## config.mk

```make
export PLATFORM = sky130hd
export DESIGN_NAME = control_unit_flat
export DESIGN_NICKNAME = d
export VERILOG_FILES = /design/src/rtl/cpu_pkg.sv /design/src/rtl/control_unit_if.sv /design/src/rtl/control_unit_op_decode.sv /design/src/rtl/control_unit.sv /design/src/flat_wrapper.sv
export SDC_FILE = /design/constraint.sdc
export NUM_CORES = 1
export LEC_CHECK = 0
export ABC_AREA = 1
export BUFFER_PORTS_ARGS = -buffer_cell sky130_fd_sc_hd__buf_2
export CAP_MARGIN = 20
export CELL_PAD_IN_SITES_DETAIL_PLACEMENT = 1
export CELL_PAD_IN_SITES_GLOBAL_PLACEMENT = 2
export CORE_ASPECT_RATIO = 1.75
export CORE_MARGIN = 4
export CORE_UTILIZATION = 15
export DETAILED_ROUTE_END_ITERATION = 8
export HOLD_SLACK_MARGIN = 0.08
export PLACE_DENSITY_LB_ADDON = 0.12
export SLEW_MARGIN = 5
export SYNTH_ARGS = -nofsm -noshare
export SYNTH_HDL_FRONTEND = slang
export SYNTH_SLANG_ARGS = --single-unit
```

## constraint.sdc

```tcl
create_clock -name clk -period 2.6 [get_ports clk]
set_input_delay 0.65 -clock clk [delete_from_list [all_inputs] [get_ports clk]]
set_output_delay 0.65 -clock clk [all_outputs]
set_load 0.01 [all_outputs]
```

## src/rtl/cpu_pkg.sv

```systemverilog
// Shared CPU constants: controller state codes, opcodes, ALU op codes and
// the opcode-class type produced by op_decode.
package cpu_pkg;

    localparam logic [3:0] S_IDLE = 4'd0;
    localparam logic [3:0] S_T0   = 4'd1;
    localparam logic [3:0] S_T1   = 4'd2;
    localparam logic [3:0] S_T2   = 4'd3;
    localparam logic [3:0] S_T3   = 4'd4;
    localparam logic [3:0] S_T4   = 4'd5;
    localparam logic [3:0] S_T5   = 4'd6;
    localparam logic [3:0] S_T6   = 4'd7;
    localparam logic [3:0] S_HALT = 4'd8;

    localparam logic [4:0] OP_R_LO = 5'b00011;
    localparam logic [4:0] OP_R_HI = 5'b01011;
    localparam logic [4:0] OP_ADDI = 5'b01100;
    localparam logic [4:0] OP_ANDI = 5'b01101;
    localparam logic [4:0] OP_ORI  = 5'b01110;
    localparam logic [4:0] OP_BR   = 5'b10011;
    localparam logic [4:0] OP_NOP  = 5'b11010;
    localparam logic [4:0] OP_HALT = 5'b11011;

    localparam logic [4:0] ALU_ADD = 5'b00011;
    localparam logic [4:0] ALU_AND = 5'b00101;
    localparam logic [4:0] ALU_OR  = 5'b00110;

    typedef enum logic [2:0] {
        CLS_NOP,
        CLS_RALU,
        CLS_IALU,
        CLS_BR,
        CLS_HALT
    } op_class_t;

    typedef struct packed {
        op_class_t  cls;
        logic [4:0] alu_op;
    } op_info_t;

endpackage

```

## src/rtl/control_unit_if.sv

```systemverilog
// Datapath-facing bundle of the control unit: instruction/condition in,
// register-transfer strobes and ALU operation out.
interface control_unit_if #(parameter int OPW = 5);
    logic [31:0]    IR;
    logic           CON;
    logic           PCout, Zlowout, Zhighout, MDRout, Cout;
    logic           MARin, PCin, MDRin, IRin, Yin, Zin;
    logic           IncPC, Read, Gra, Grb, Grc, Rin, Rout, CONin;
    logic [OPW-1:0] operation;

    modport master (
        input  IR, CON,
        output PCout, Zlowout, Zhighout, MDRout, Cout, MARin, PCin, MDRin,
               IRin, Yin, Zin, IncPC, Read, Gra, Grb, Grc, Rin, Rout, CONin,
               operation
    );

    modport slave (
        output IR, CON,
        input  PCout, Zlowout, Zhighout, MDRout, Cout, MARin, PCin, MDRin,
               IRin, Yin, Zin, IncPC, Read, Gra, Grb, Grc, Rin, Rout, CONin,
               operation
    );
endinterface

```

## src/rtl/control_unit_op_decode.sv

```systemverilog
// Opcode-class decode: sorts IR[31:27] into R-ALU / I-ALU / br / halt / nop
// and picks the ALU operation the execute phase will request.
module op_decode
    import cpu_pkg::*;
(
    input  logic [4:0] opcode_i,
    output op_info_t   info_o
);
    always_comb begin
        info_o.cls    = CLS_NOP;
        info_o.alu_op = 5'b00000;
        if (opcode_i >= OP_R_LO && opcode_i <= OP_R_HI) begin
            info_o.cls    = CLS_RALU;
            info_o.alu_op = opcode_i;
        end else begin
            case (opcode_i)
                OP_ADDI: begin info_o.cls = CLS_IALU; info_o.alu_op = ALU_ADD; end
                OP_ANDI: begin info_o.cls = CLS_IALU; info_o.alu_op = ALU_AND; end
                OP_ORI:  begin info_o.cls = CLS_IALU; info_o.alu_op = ALU_OR;  end
                // branch target is PC + C, so it borrows the adder
                OP_BR:   begin info_o.cls = CLS_BR;   info_o.alu_op = ALU_ADD; end
                OP_HALT: info_o.cls = CLS_HALT;
                default: info_o.cls = CLS_NOP;
            endcase
        end
    end
endmodule

```

## src/rtl/control_unit.sv

```systemverilog
// Hardwired Moore control unit: fetch T0-T2, execute T3-T6, IDLE and HALT.
// Optional CU_SINGLE_STEP_EN adds a step input and returns to IDLE after
// every instruction.
module control_unit
    import cpu_pkg::*;
#(
    parameter int OPW = 5
) (
    input  logic clk,
    input  logic clr,
    input  logic run,
    input  logic stop,
`ifdef CU_SINGLE_STEP_EN
    input  logic step,
`endif
    output logic halted,
    control_unit_if.master dp
);
    logic [3:0] state_q, state_d;
    logic [3:0] fin_state;
    logic       start;
    op_info_t   info;

    op_decode u_dec (
        .opcode_i (dp.IR[31:27]),
        .info_o   (info)
    );

`ifdef CU_SINGLE_STEP_EN
    assign start     = (run | step) & ~stop;
    assign fin_state = S_IDLE;
`else
    assign start     = run & ~stop;
    assign fin_state = stop ? S_IDLE : S_T0;
`endif

    always_comb begin
        state_d = state_q;
        case (state_q)
            S_IDLE: if (start) state_d = S_T0;
            S_T0:   state_d = S_T1;
            S_T1:   state_d = S_T2;
            S_T2:   state_d = S_T3;
            S_T3: begin
                case (info.cls)
                    CLS_RALU, CLS_IALU, CLS_BR: state_d = S_T4;
                    CLS_HALT:                   state_d = S_HALT;
                    default:                    state_d = fin_state;
                endcase
            end
            S_T4:   state_d = S_T5;
            S_T5:   state_d = (info.cls == CLS_BR) ? S_T6 : fin_state;
            S_T6:   state_d = fin_state;
            S_HALT: state_d = S_HALT;
            default: state_d = S_IDLE;
        endcase
    end

    always_ff @(posedge clk or negedge clr) begin
        if (!clr) state_q <= S_IDLE;
        else      state_q <= state_d;
    end

    // Strobes are a pure decode of state_q, so clr clears them without a clock.
    always_comb begin
        dp.PCout     = 1'b0;
        dp.Zlowout   = 1'b0;
        dp.Zhighout  = 1'b0;
        dp.MDRout    = 1'b0;
        dp.Cout      = 1'b0;
        dp.MARin     = 1'b0;
        dp.PCin      = 1'b0;
        dp.MDRin     = 1'b0;
        dp.IRin      = 1'b0;
        dp.Yin       = 1'b0;
        dp.Zin       = 1'b0;
        dp.IncPC     = 1'b0;
        dp.Read      = 1'b0;
        dp.Gra       = 1'b0;
        dp.Grb       = 1'b0;
        dp.Grc       = 1'b0;
        dp.Rin       = 1'b0;
        dp.Rout      = 1'b0;
        dp.CONin     = 1'b0;
        dp.operation = '0;
        case (state_q)
            S_T0: begin
                dp.PCout = 1'b1; dp.MARin = 1'b1; dp.IncPC = 1'b1; dp.Zin = 1'b1;
            end
            S_T1: begin
                dp.Zlowout = 1'b1; dp.PCin = 1'b1; dp.Read = 1'b1; dp.MDRin = 1'b1;
            end
            S_T2: begin
                dp.MDRout = 1'b1; dp.IRin = 1'b1;
            end
            S_T3: begin
                if (info.cls == CLS_RALU || info.cls == CLS_IALU) begin
                    dp.Grb = 1'b1; dp.Rout = 1'b1; dp.Yin = 1'b1;
                end else if (info.cls == CLS_BR) begin
                    dp.Gra = 1'b1; dp.Rout = 1'b1; dp.CONin = 1'b1;
                end
            end
            S_T4: begin
                if (info.cls == CLS_RALU) begin
                    dp.Grc = 1'b1; dp.Rout = 1'b1; dp.Zin = 1'b1;
                    dp.operation = OPW'(info.alu_op);
                end else if (info.cls == CLS_IALU) begin
                    dp.Cout = 1'b1; dp.Zin = 1'b1;
                    dp.operation = OPW'(info.alu_op);
                end else if (info.cls == CLS_BR) begin
                    dp.PCout = 1'b1; dp.Yin = 1'b1;
                end
            end
            S_T5: begin
                if (info.cls == CLS_RALU || info.cls == CLS_IALU) begin
                    dp.Zlowout = 1'b1; dp.Gra = 1'b1; dp.Rin = 1'b1;
                end else if (info.cls == CLS_BR) begin
                    dp.Cout = 1'b1; dp.Zin = 1'b1;
                    dp.operation = OPW'(info.alu_op);
                end
            end
            S_T6: begin
                if (info.cls == CLS_BR && dp.CON) begin
                    dp.Zlowout = 1'b1; dp.PCin = 1'b1;
                end
            end
            default: ;
        endcase
    end

    assign halted = (state_q == S_HALT);

endmodule

```

## src/flat_wrapper.sv

```systemverilog
// flat-port wrapper written by rule: the top's interface ports become plain ports
module control_unit_flat import cpu_pkg::*;
#(
    parameter int OPW = 5
)
  (clk, clr, run, stop, halted, dp_IR, dp_CON, dp_PCout, dp_Zlowout, dp_Zhighout, dp_MDRout, dp_Cout, dp_MARin, dp_PCin, dp_MDRin, dp_IRin, dp_Yin, dp_Zin, dp_IncPC, dp_Read, dp_Gra, dp_Grb, dp_Grc, dp_Rin, dp_Rout, dp_CONin, dp_operation);
  control_unit_if #(.OPW(OPW)) dp_i ();
  input  logic clk;
  input  logic clr;
  input  logic run;
  input  logic stop;
  output logic halted;
  input wire logic [$bits(dp_i.IR)-1:0] dp_IR;
  input wire logic [$bits(dp_i.CON)-1:0] dp_CON;
  output wire logic [$bits(dp_i.PCout)-1:0] dp_PCout;
  output wire logic [$bits(dp_i.Zlowout)-1:0] dp_Zlowout;
  output wire logic [$bits(dp_i.Zhighout)-1:0] dp_Zhighout;
  output wire logic [$bits(dp_i.MDRout)-1:0] dp_MDRout;
  output wire logic [$bits(dp_i.Cout)-1:0] dp_Cout;
  output wire logic [$bits(dp_i.MARin)-1:0] dp_MARin;
  output wire logic [$bits(dp_i.PCin)-1:0] dp_PCin;
  output wire logic [$bits(dp_i.MDRin)-1:0] dp_MDRin;
  output wire logic [$bits(dp_i.IRin)-1:0] dp_IRin;
  output wire logic [$bits(dp_i.Yin)-1:0] dp_Yin;
  output wire logic [$bits(dp_i.Zin)-1:0] dp_Zin;
  output wire logic [$bits(dp_i.IncPC)-1:0] dp_IncPC;
  output wire logic [$bits(dp_i.Read)-1:0] dp_Read;
  output wire logic [$bits(dp_i.Gra)-1:0] dp_Gra;
  output wire logic [$bits(dp_i.Grb)-1:0] dp_Grb;
  output wire logic [$bits(dp_i.Grc)-1:0] dp_Grc;
  output wire logic [$bits(dp_i.Rin)-1:0] dp_Rin;
  output wire logic [$bits(dp_i.Rout)-1:0] dp_Rout;
  output wire logic [$bits(dp_i.CONin)-1:0] dp_CONin;
  output wire logic [$bits(dp_i.operation)-1:0] dp_operation;
  assign dp_i.IR = dp_IR;
  assign dp_i.CON = dp_CON;
  assign dp_PCout = dp_i.PCout;
  assign dp_Zlowout = dp_i.Zlowout;
  assign dp_Zhighout = dp_i.Zhighout;
  assign dp_MDRout = dp_i.MDRout;
  assign dp_Cout = dp_i.Cout;
  assign dp_MARin = dp_i.MARin;
  assign dp_PCin = dp_i.PCin;
  assign dp_MDRin = dp_i.MDRin;
  assign dp_IRin = dp_i.IRin;
  assign dp_Yin = dp_i.Yin;
  assign dp_Zin = dp_i.Zin;
  assign dp_IncPC = dp_i.IncPC;
  assign dp_Read = dp_i.Read;
  assign dp_Gra = dp_i.Gra;
  assign dp_Grb = dp_i.Grb;
  assign dp_Grc = dp_i.Grc;
  assign dp_Rin = dp_i.Rin;
  assign dp_Rout = dp_i.Rout;
  assign dp_CONin = dp_i.CONin;
  assign dp_operation = dp_i.operation;
  control_unit #(.OPW(OPW)) u_core (.clk(clk), .clr(clr), .run(run), .stop(stop), .halted(halted), .dp(dp_i));
endmodule
```

==> impl_results.md, run 1 <==
- Wire length on met2: 1274 µm
- Die W: 55.68 µm
- Total track usage: 0.08413
- Leak: 0.4984 nW
- CTS resizes: 0
- Sequential share of the synthesized area: 0.1677
- Fin crit period: between 2000 and 2500 ps
- WS Path Type: in2out
- RSZ-0062 raised after global routing: false
- Total CTS buffers: 3
- Skew final: 3.488 ps
- FF-to-FF Start: u_core.state_q[1]
- Setup Total Neg Slack: 0 ps
- Biggest regs: u_core.state_q (4)
- Later-pin clock latency in the skew report: between 200 and 250 ps
- Core area: 0.003866 mm²
- Top sig layer: met4
- CP cell instances: buf_2 > nand2_1 > nand3_1 > nand2_1 > nand2_1 > a21oi_1 > buf_2
- DP Area: between 700 and 800 µm²
- DR iter-0 viols: 5
- Ratio of final minimum period to clock period: 0.9112
- Yosys warning count: 0
- WHS: 228.6 ps
- Critical path capture point type: output pin
- Top Ports: 62
- Largest net degree at the start of global routing: 9
- Vias: around 740
- CTS Hold Bufs: 0
- Run status: completed
- Largest register FFs: 4
- Worst R2R Path Depth: 5
- Count of final max-slew check failures: 0
- Routed len/inst: 11.71 µm
- Worst-path fanout max: 8
- Peak VDD IR: 0.1645 mV
- Htree depth: 1
- Final setup vio count: 0
- Global-route wire length before repair: 3450 µm
- Startpoint Class: input pin
- DRT Pass-1 Iters: 3
- Worst hold path class: in2async
- Power Dens Cells: 754.8 mW/mm²
- CTS Buffer Depth: 2
- Post-route ant nets: 0
- Yosys cell types: 23
- GR Overflow Total: 0
- Slowest CP cell: nand3_1
- Post-DP HPWL: 1899 µm
- Biggest register: u_core.state_q
- CTS clock-pin slew for the worst setup and hold paths: 30 ps
- Vias in the first global route: slightly below 800
- Final instance area: 820.8 µm²
- Crit path from: dp_IR[30]
- Die ar.: a little over 0.005 mm²
- Layout Nets: 170
- WL final: around 2100 µm
- Die H: 91.45 µm
- Initial Utilization: 0.1544
- Mean post-synth cell area: 5.968 µm²
- Worst path max stage delay: approximately 240 ps
- Worst setup path endpoint: dp_operation[1]
- DR vias/cell: 4.106
- Worst Path Arrival: 1720 ps
- Endpoints failing hold: 0
- Ant diodes: 0
- DRC: 0
- Area of the mapped netlist: about 600 µm²
- #FFs+latches synth: 4
- Cell mode on critical path: nand2_1
- RR Endpoint: u_core.state_q[0]
- CTS root buffer: clkbuf_8
- Layout area overhead: 37.53%
- CTS tree: yes
- Final Wtd Congestion: between 0.7 and 0.8
- Buffers added on ports: 32
- Share of cells above drive strength 1: 0.3588
- R2R Setup Slk: 1350 ps
- CTS sink count: 4
- Initial antenna violation count: 0
- Final core occ: 0.2123
- Filler cell count: 521
- Final Total Pwr: about 620 µW
- Fmax: 422.1 MHz
- Number of max-cap violations: 0
- Met3 Wirelength: between 100 and 150 µm
- Gate Count Post-Synth: 100
- CP Data Required Time: 1950 ps
- Core Rows: 30
- Metal-1 WL: 697 µm
- # Post-CTS Setup Buffers: 0
## kinds of logic (layout without fill, tap and decap cells)
kind of cell / Yosys count / count (layout) / share of synthesized area
flip-flops: 4 / 4 / 0.1677
buffers and inverters: 23 / 53 / 0.1887
AO/OA/AOI/OAI: 13 / 13 / 0.1174
other: 1 / 2 / 0.006283
AND/OR/NAND/NOR: 59 / 59 / 0.5199
## worst min path at each step
stage                     startpoint           endpoint  slack, ps  cells after the start
final                            clr  u_core.state_q[0]        230                      1
after global routing             clr  u_core.state_q[1]        240                      1
after floorplan                  clr  u_core.state_q[0]        350                      0
after detailed placement         clr  u_core.state_q[3]        460                      1
after global placement           clr  u_core.state_q[1]        450                      1
after CTS                        clr  u_core.state_q[0]        230                      1
## cells in the mapped netlist, drive strengths merged
library cell  count  share of area
a21oi             4          0.034
nand2            23           0.17
nand4             2          0.021
nand3            11           0.12
conb              1         0.0063
buf               6          0.082
o211ai            2          0.025
nor3              4          0.052
nor4              1          0.010
o21ai             7          0.059
inv              17           0.11
or2               1          0.010
nor2             16           0.13
dfrtp             4           0.17
nand3b            1          0.013
## layer usage
metal / up-vias / global-route usage
met5: - / 0
met4: 0 / 0.03043
met3: 2 / 0.01422
met2: 20 / 0.1759
met1: 334 / 0.07594
li1: 379 / -
## layout by cell type (no fill, tap or decap), drive strengths merged
cell type / n
nand2: 23
buf: 33
dfrtp: 4
or2: 1
o21ai: 7
nand4: 2
nor3: 4
inv: 17
nor2: 16
a21oi: 4
conb: 2
nor4: 1
nand3b: 1
nand3: 11
o211ai: 2
clkbuf: 3
## cell type report
cell class                      instances  area [µm²]  area share
Clock buffer                            3       41.29     0.05030
Inverter                               17       63.81     0.07774
Sequential cell                         4       100.1      0.1220
Timing Repair Buffer                   33       167.7      0.2043
Tap cell                               48       60.06     0.07317
Multi-Input combinational cell         74       387.9      0.4726
## worst max-delay path: cells and delay by family
| family | cells | cell delay [ps] |
|---|---|---|
| compound gates | 1 | 140 |
| simple gates | 4 | 650 |
| buf+inv | 2 | 270 |
## stage by stage
step | std cells | setup WS, ps
6_report | 179 | 230.8
5_1_grt | 179 | 114.9
4_1_cts | 179 | 196.3
3_5_place_dp | 176 | 200.1
3_3_place_gp | 176 | 201.8
2_1_floorplan | 101 | 611.7
## power by group
group / internal (mW) / leakage (nW) / switching, mW
clock: 0.0986 / 0.0216 / 0.0318
combinational: 0.134 / 0.425 / 0.232
sequential: 0.0846 / 0.0515 / 0.0385
total: 0.317 / 0.498 / 0.302
(Power assumes the default switching activity.)
==> run 2: changes to the inputs <==
- PLACE_DENSITY_LB_ADDON: 0.12 -> 0.08
==> impl_results.md, run 2 (synthesis gave the netlist of run 1 again) <==
- Biggest register: u_core.state_q
- Post-Place Setup Slack: 160.1 ps (-39.95 ps)
- Power Dens Cells: 746.4 mW/mm² (-1.1%)
- Sw Ratio: 0.4903 (+0.002163)
- Worst hold path class: in2async
- Core area: 0.003866 mm² (unchanged)
- CTS resizes: 0 (unchanged)
- Final setup vio count: 0 (unchanged)
- Htree depth: 1 (unchanged)
- CTS Buffer Depth: 2 (unchanged)
- DR iter-0 viols: 3 (-2)
- DRC: 0 (unchanged)
- Internal power: 320.8 µW (+1.2%)
- WL final: 2229 µm (+6.3%)
- Largest register FFs: 4 (unchanged)
- Vias in the first global route: 852 (+8.4%)
- Vias: 761 (+3.5%)
- Layout area overhead: 41.30%
- Buffers added on ports: 32 (unchanged)
- Endpoints failing hold: 0 (unchanged)
- Worst Path Arrival: 1760 ps (+40 ps)
- P_sw: 308.6 µW (+2.0%)
- WS Path Type: in2out
- Global-route wire length before repair: 3712 µm (+7.6%)
- Largest net degree at the start of global routing: 9 (unchanged)
- Ant diodes: 0 (unchanged)
- Power share of the clock group: 0.209 (-0.002)
- Die ar.: 0.005092 mm² (unchanged)
- DRT Pass-1 Iters: 4 (+1)
- Worst-path fanout max: 8 (unchanged)
- CTS Hold Bufs: 0 (unchanged)
- Later-pin clock latency in the skew report: 220 ps (about the same)
- Most frequent cells in the layout: 32 x buf_2, 20 x nand2_1, 16 x inv_1
- Number of max-cap violations: 0 (unchanged)
- Layout Nets: 173 (+1.8%)
- DR vias/cell: 4.181 (+1.8%)
- CP Data Required Time: 1950 ps (about the same)
- Combinational Power Share: 0.593 (+0.002)
- Total track usage: 0.09219 (+0.008067)
- Top Ports: 62 (unchanged)
- Worst setup margin: 194.9 ps (-35.97 ps)
- Biggest regs: u_core.state_q (4)
- CTS root buffer: clkbuf_8
- Share of cells above drive strength 1: 0.3731 (+0.01436)
- Count of final max-slew check failures: 0 (unchanged)
- Core Rows: 30 (unchanged)
- Peak VDD IR: 0.2223 mV (+35%)
- Initial antenna violation count: 0 (unchanged)
- Critical path capture point type: output pin
- CTS clock-pin slew for the worst setup and hold paths: 30 ps (about the same)
- CTS tree: yes
- Startpoint Class: input pin
- Commonest non-fill, non-tap cell in the layout: buf_2
- Skew final: 2.708 ps (-0.7799 ps)
- Post-DP HPWL: 1970 µm (+3.7%)
- Die W: 55.68 µm (unchanged)
- DP Area: 802.0 µm² (+2.9%)
- Final Wtd Congestion: 0.6942 (-4.0%)
- Post-route ant nets: 0 (unchanged)
- Final instance area: 843.3 µm² (+2.7%)
- Non-Filler Instances: 182 (+1.7%)
- RSZ-0062 raised after global routing: false
- Fmax: 415.8 MHz (-1.5%)
- Die H: 91.45 µm (unchanged)
- Setup Total Neg Slack: 0 ps (unchanged)
- Fin crit period: 2405 ps (+35.97 ps)
- Run status: completed
- Seq pwr share: 0.197 (-0.002)
- Ratio of final minimum period to clock period: 0.9250 (+0.01383)
- # Post-CTS Setup Buffers: 0 (unchanged)
- Total CTS buffers: 3 (unchanged)
- Initial Utilization: 0.1544 (unchanged)
- CTS sink count: 4 (unchanged)
- Placed cell count: 179 (+1.7%)
- GR Overflow Total: 0 (unchanged)
- Leak: 0.5122 nW (+2.8%)
- Routed len/inst: 12.25 µm (+4.6%)
==> run 2: cell types whose count changed in the layout (fill, tap and decap cells not counted), sizes merged <==
| cell | delta |
|---|---|
| buf | +3 |
==> run 2: stage by stage <==
stage	utilization	hold slack (ps)	total power, mW
CTS	0.2181	224.2	0.6457
global placement	0.2074	457.2	0.5132
global route	0.2181	232.0	0.6870
floorplan	-	354.4	0.3836
detailed placement	0.2074	455.8	0.5099
finish	0.2181	227.7	0.6294
==> run 2: layer usage <==
layer	global-route usage	wire [µm]	up-vias
met5	0	0	-
met4	0.03651	25	0
met3	0.01991	116	4
met2	0.1976	1365	20
met1	0.07509	722	357
li1	-	-	380
==> run 2: final timing paths <==
kind / end / slack (ps) / cells past startpoint / startpoint
worst max-delay path: dp_operation[1] / 190 / 7 / dp_IR[30]
worst min-delay path: u_core.state_q[3] / 230 / 1 / clr
worst max register to register: u_core.state_q[0] / 1260 / 6 / u_core.state_q[1]
worst min register to register: u_core.state_q[0] / 680 / 4 / u_core.state_q[3]
max in group asynchronous: u_core.state_q[1] / 2250 / 1 / clr
min in group clk: u_core.state_q[0] / 680 / 4 / u_core.state_q[3]
==> run 2: layout make-up <==
type / count / area [µm²]
Inverter: 17 / 63.81
Tap cell: 48 / 60.06
Sequential cell: 4 / 100.1
Multi-Input combinational cell: 74 / 387.9
Clock buffer: 3 / 41.29
Timing Repair Buffer: 36 / 190.2
Fill cell: 512 / 3023
==> run 2: power groups by stage <==
stage,Sequential [mW],Clock (mW),Combinational (mW)
4_1_cts,0.125,0.135,0.385
3_5_place_dp,0.126,0,0.384
3_3_place_gp,0.126,0,0.387
6_report,0.124,0.132,0.374
5_1_grt,0.130,0.140,0.417
2_1_floorplan,0.114,0,0.269
==> run 2: worst max-delay path, cell delays in order <==
cell	delay (ps)
buf_2	120
nand2_1	120
nand3_1	260
nand2_1	210
nand2_1	90
a21oi_1	160
buf_2	150
==> run 3: changes to the inputs <==
- clock period: 2.6 -> 2.9 ns (I/O delays scaled with it)
==> impl_results.md, run 3 (synthesis gave the netlist of run 1 again) <==
- Run status: completed
- Placed cell count: 176 (-1.7%)
- Skew final: 3.519 ps (+0.8110 ps)
- Vias in the first global route: 776 (-8.9%)
- Power Dens Cells: 678.4 mW/mm² (-9.1%)
- Critical path capture point type: output pin
- DRT Pass-1 Iters: 3 (-1)
- Buffers added on ports: 32 (unchanged)
- Seq pwr share: 0.201 (+0.004)
- WHS: 306.0 ps (+78.31 ps)
- Power share of the clock group: 0.209 (about the same)
- Setup Total Neg Slack: 0 ps (unchanged)
- Initial antenna violation count: 0 (unchanged)
- Worst Path Arrival: 1800 ps (+40 ps)
- Biggest regs: u_core.state_q (4)
- Share of cells above drive strength 1: 0.3588 (-0.01436)
- CP Data Required Time: 2170 ps (+220 ps)
- Cell mode on critical path: nand2_1
- Commonest non-fill, non-tap cell in the layout: buf_2
- Final setup vio count: 0 (unchanged)
- Worst-path fanout max: 8 (unchanged)
- WS Path Type: in2out
- Worst setup margin: 377.7 ps (+182.8 ps)
- Initial Utilization: 0.1544 (unchanged)
- Total CTS buffers: 3 (unchanged)
- Slowest CP cell: nand3_1
- Htree depth: 1 (unchanged)
- WL final: 2178 µm (-2.3%)
- Largest register FFs: 4 (unchanged)
- Worst hold path class: in2async
- CTS Buffer Depth: 2 (unchanged)
- CTS clock-pin slew for the worst setup and hold paths: 30 ps (about the same)
- Core Rows: 30 (unchanged)
- Leak: 0.4984 nW (-2.7%)
- Worst path max stage delay: 250 ps (about the same)
- Post-route ant nets: 0 (unchanged)
- Later-pin clock latency in the skew report: 220 ps (about the same)
- CTS Hold Bufs: 0 (unchanged)
- DRC: 0 (unchanged)
- Startpoint Class: input pin
- Final Total Pwr: 556.8 µW (-12%)
- Core area: 0.003866 mm² (unchanged)
- Global-route wire length before repair: 3532 µm (-4.8%)
- Combinational Power Share: 0.590 (-0.003)
- DP Area: 779.5 µm² (-2.8%)
- RSZ-0062 raised after global routing: false
- Crit path from: dp_IR[30]
- Fin crit period: around 2500 ps
- Non-Filler Instances: 179 (-1.6%)
- Ratio of final minimum period to clock period: 0.8698
- Layout Nets: 170 (-1.7%)
- Die H: 91.45 µm (unchanged)
- Post-DP HPWL: 1911 µm (-3.0%)
- Layout area overhead: 37.53%
- Endpoints failing hold: 0 (unchanged)
- CTS sink count: 4 (unchanged)
- Internal power: 284.1 µW (-11%)
- Count of final max-slew check failures: 0 (unchanged)
- Number of max-cap violations: 0 (unchanged)
- Biggest register: u_core.state_q
- CTS resizes: 0 (unchanged)
- Final instance area: 820.8 µm² (-2.7%)
- Final Wtd Congestion: 0.6658 (-4.1%)
- # Post-CTS Setup Buffers: 0 (unchanged)
- Largest net degree at the start of global routing: 9 (unchanged)
- Top Ports: 62 (unchanged)
- Filler cell count: 515 (+0.59%)
- P_sw: 272.7 µW (-12%)
- Final core occ: 0.2123 (-0.005825)
- Die ar.: 0.005092 mm² (unchanged)
- Peak VDD IR: 0.1731 mV (-22%)
- Sw Ratio: 0.4898 (-0.0005362)
- Worst R2R Path Depth: 5 (-1)
- Vias: 742 (-2.5%)
- DR iter-0 viols: 4 (+1)
- Post-Place Setup Slack: 343.4 ps (+183.3 ps)
- CTS tree: yes
- Fmax: just under 400 MHz
- DR vias/cell: 4.145 (-0.86%)
- FF-to-FF Start: u_core.state_q[2]
- Routed len/inst: 12.17 µm (-0.65%)
- Total track usage: 0.08905 (-0.003143)
- CTS root buffer: clkbuf_8
- Most frequent cells in the layout: 32 x buf_2, 20 x nand2_1, 16 x inv_1
- Die W: 55.68 µm (unchanged)
- Ant diodes: 0 (unchanged)
- CP cell instances: buf_2 > nand2_1 > nand3_1 > nand2_1 > nand2_1 > a21oi_1 > buf_2
- GR Overflow Total: 0 (unchanged)
run 3: per-layer routing:
metal	routed length, µm	global-route usage
met1	760	0.07942
met2	1310	0.1818
met3	96	0.01991
met4	10	0.03651
met5	0	0
run 3: power by group through the flow:
stage	logic (mW)	clock network, mW	registers [mW]
final	0.329	0.116	0.112
after global routing	0.372	0.127	0.119
after CTS	0.342	0.122	0.112
after detailed placement	0.343	0	0.111
after global placement	0.344	0	0.113
after floorplan	0.241	0	0.103
run 3: critical path, delay by kind of cell:
kind	cells	cell delay, ps
AO/OA/AOI/OAI	1	140
buffers and inverters	2	260
AND/OR/NAND/NOR	4	670
run 3: path summary, 6_finish.rpt:
path,endpoint,slack [ps]
max,dp_operation[1],380
min,u_core.state_q[2],310
max reg2reg,u_core.state_q[1],1600
min reg2reg,u_core.state_q[0],670
max in group asynchronous,u_core.state_q[3],2470
min in group clk,u_core.state_q[0],670
run 3: layout make-up:
class	instances	area, µm²	share of cell area
multi-input combinational	74	387.9	0.4726
clock buffer	3	41.29	0.05030
timing repair buffer	33	167.7	0.2043
sequential	4	100.1	0.1220
tap	48	60.06	0.07317
inverter	17	63.81	0.07774
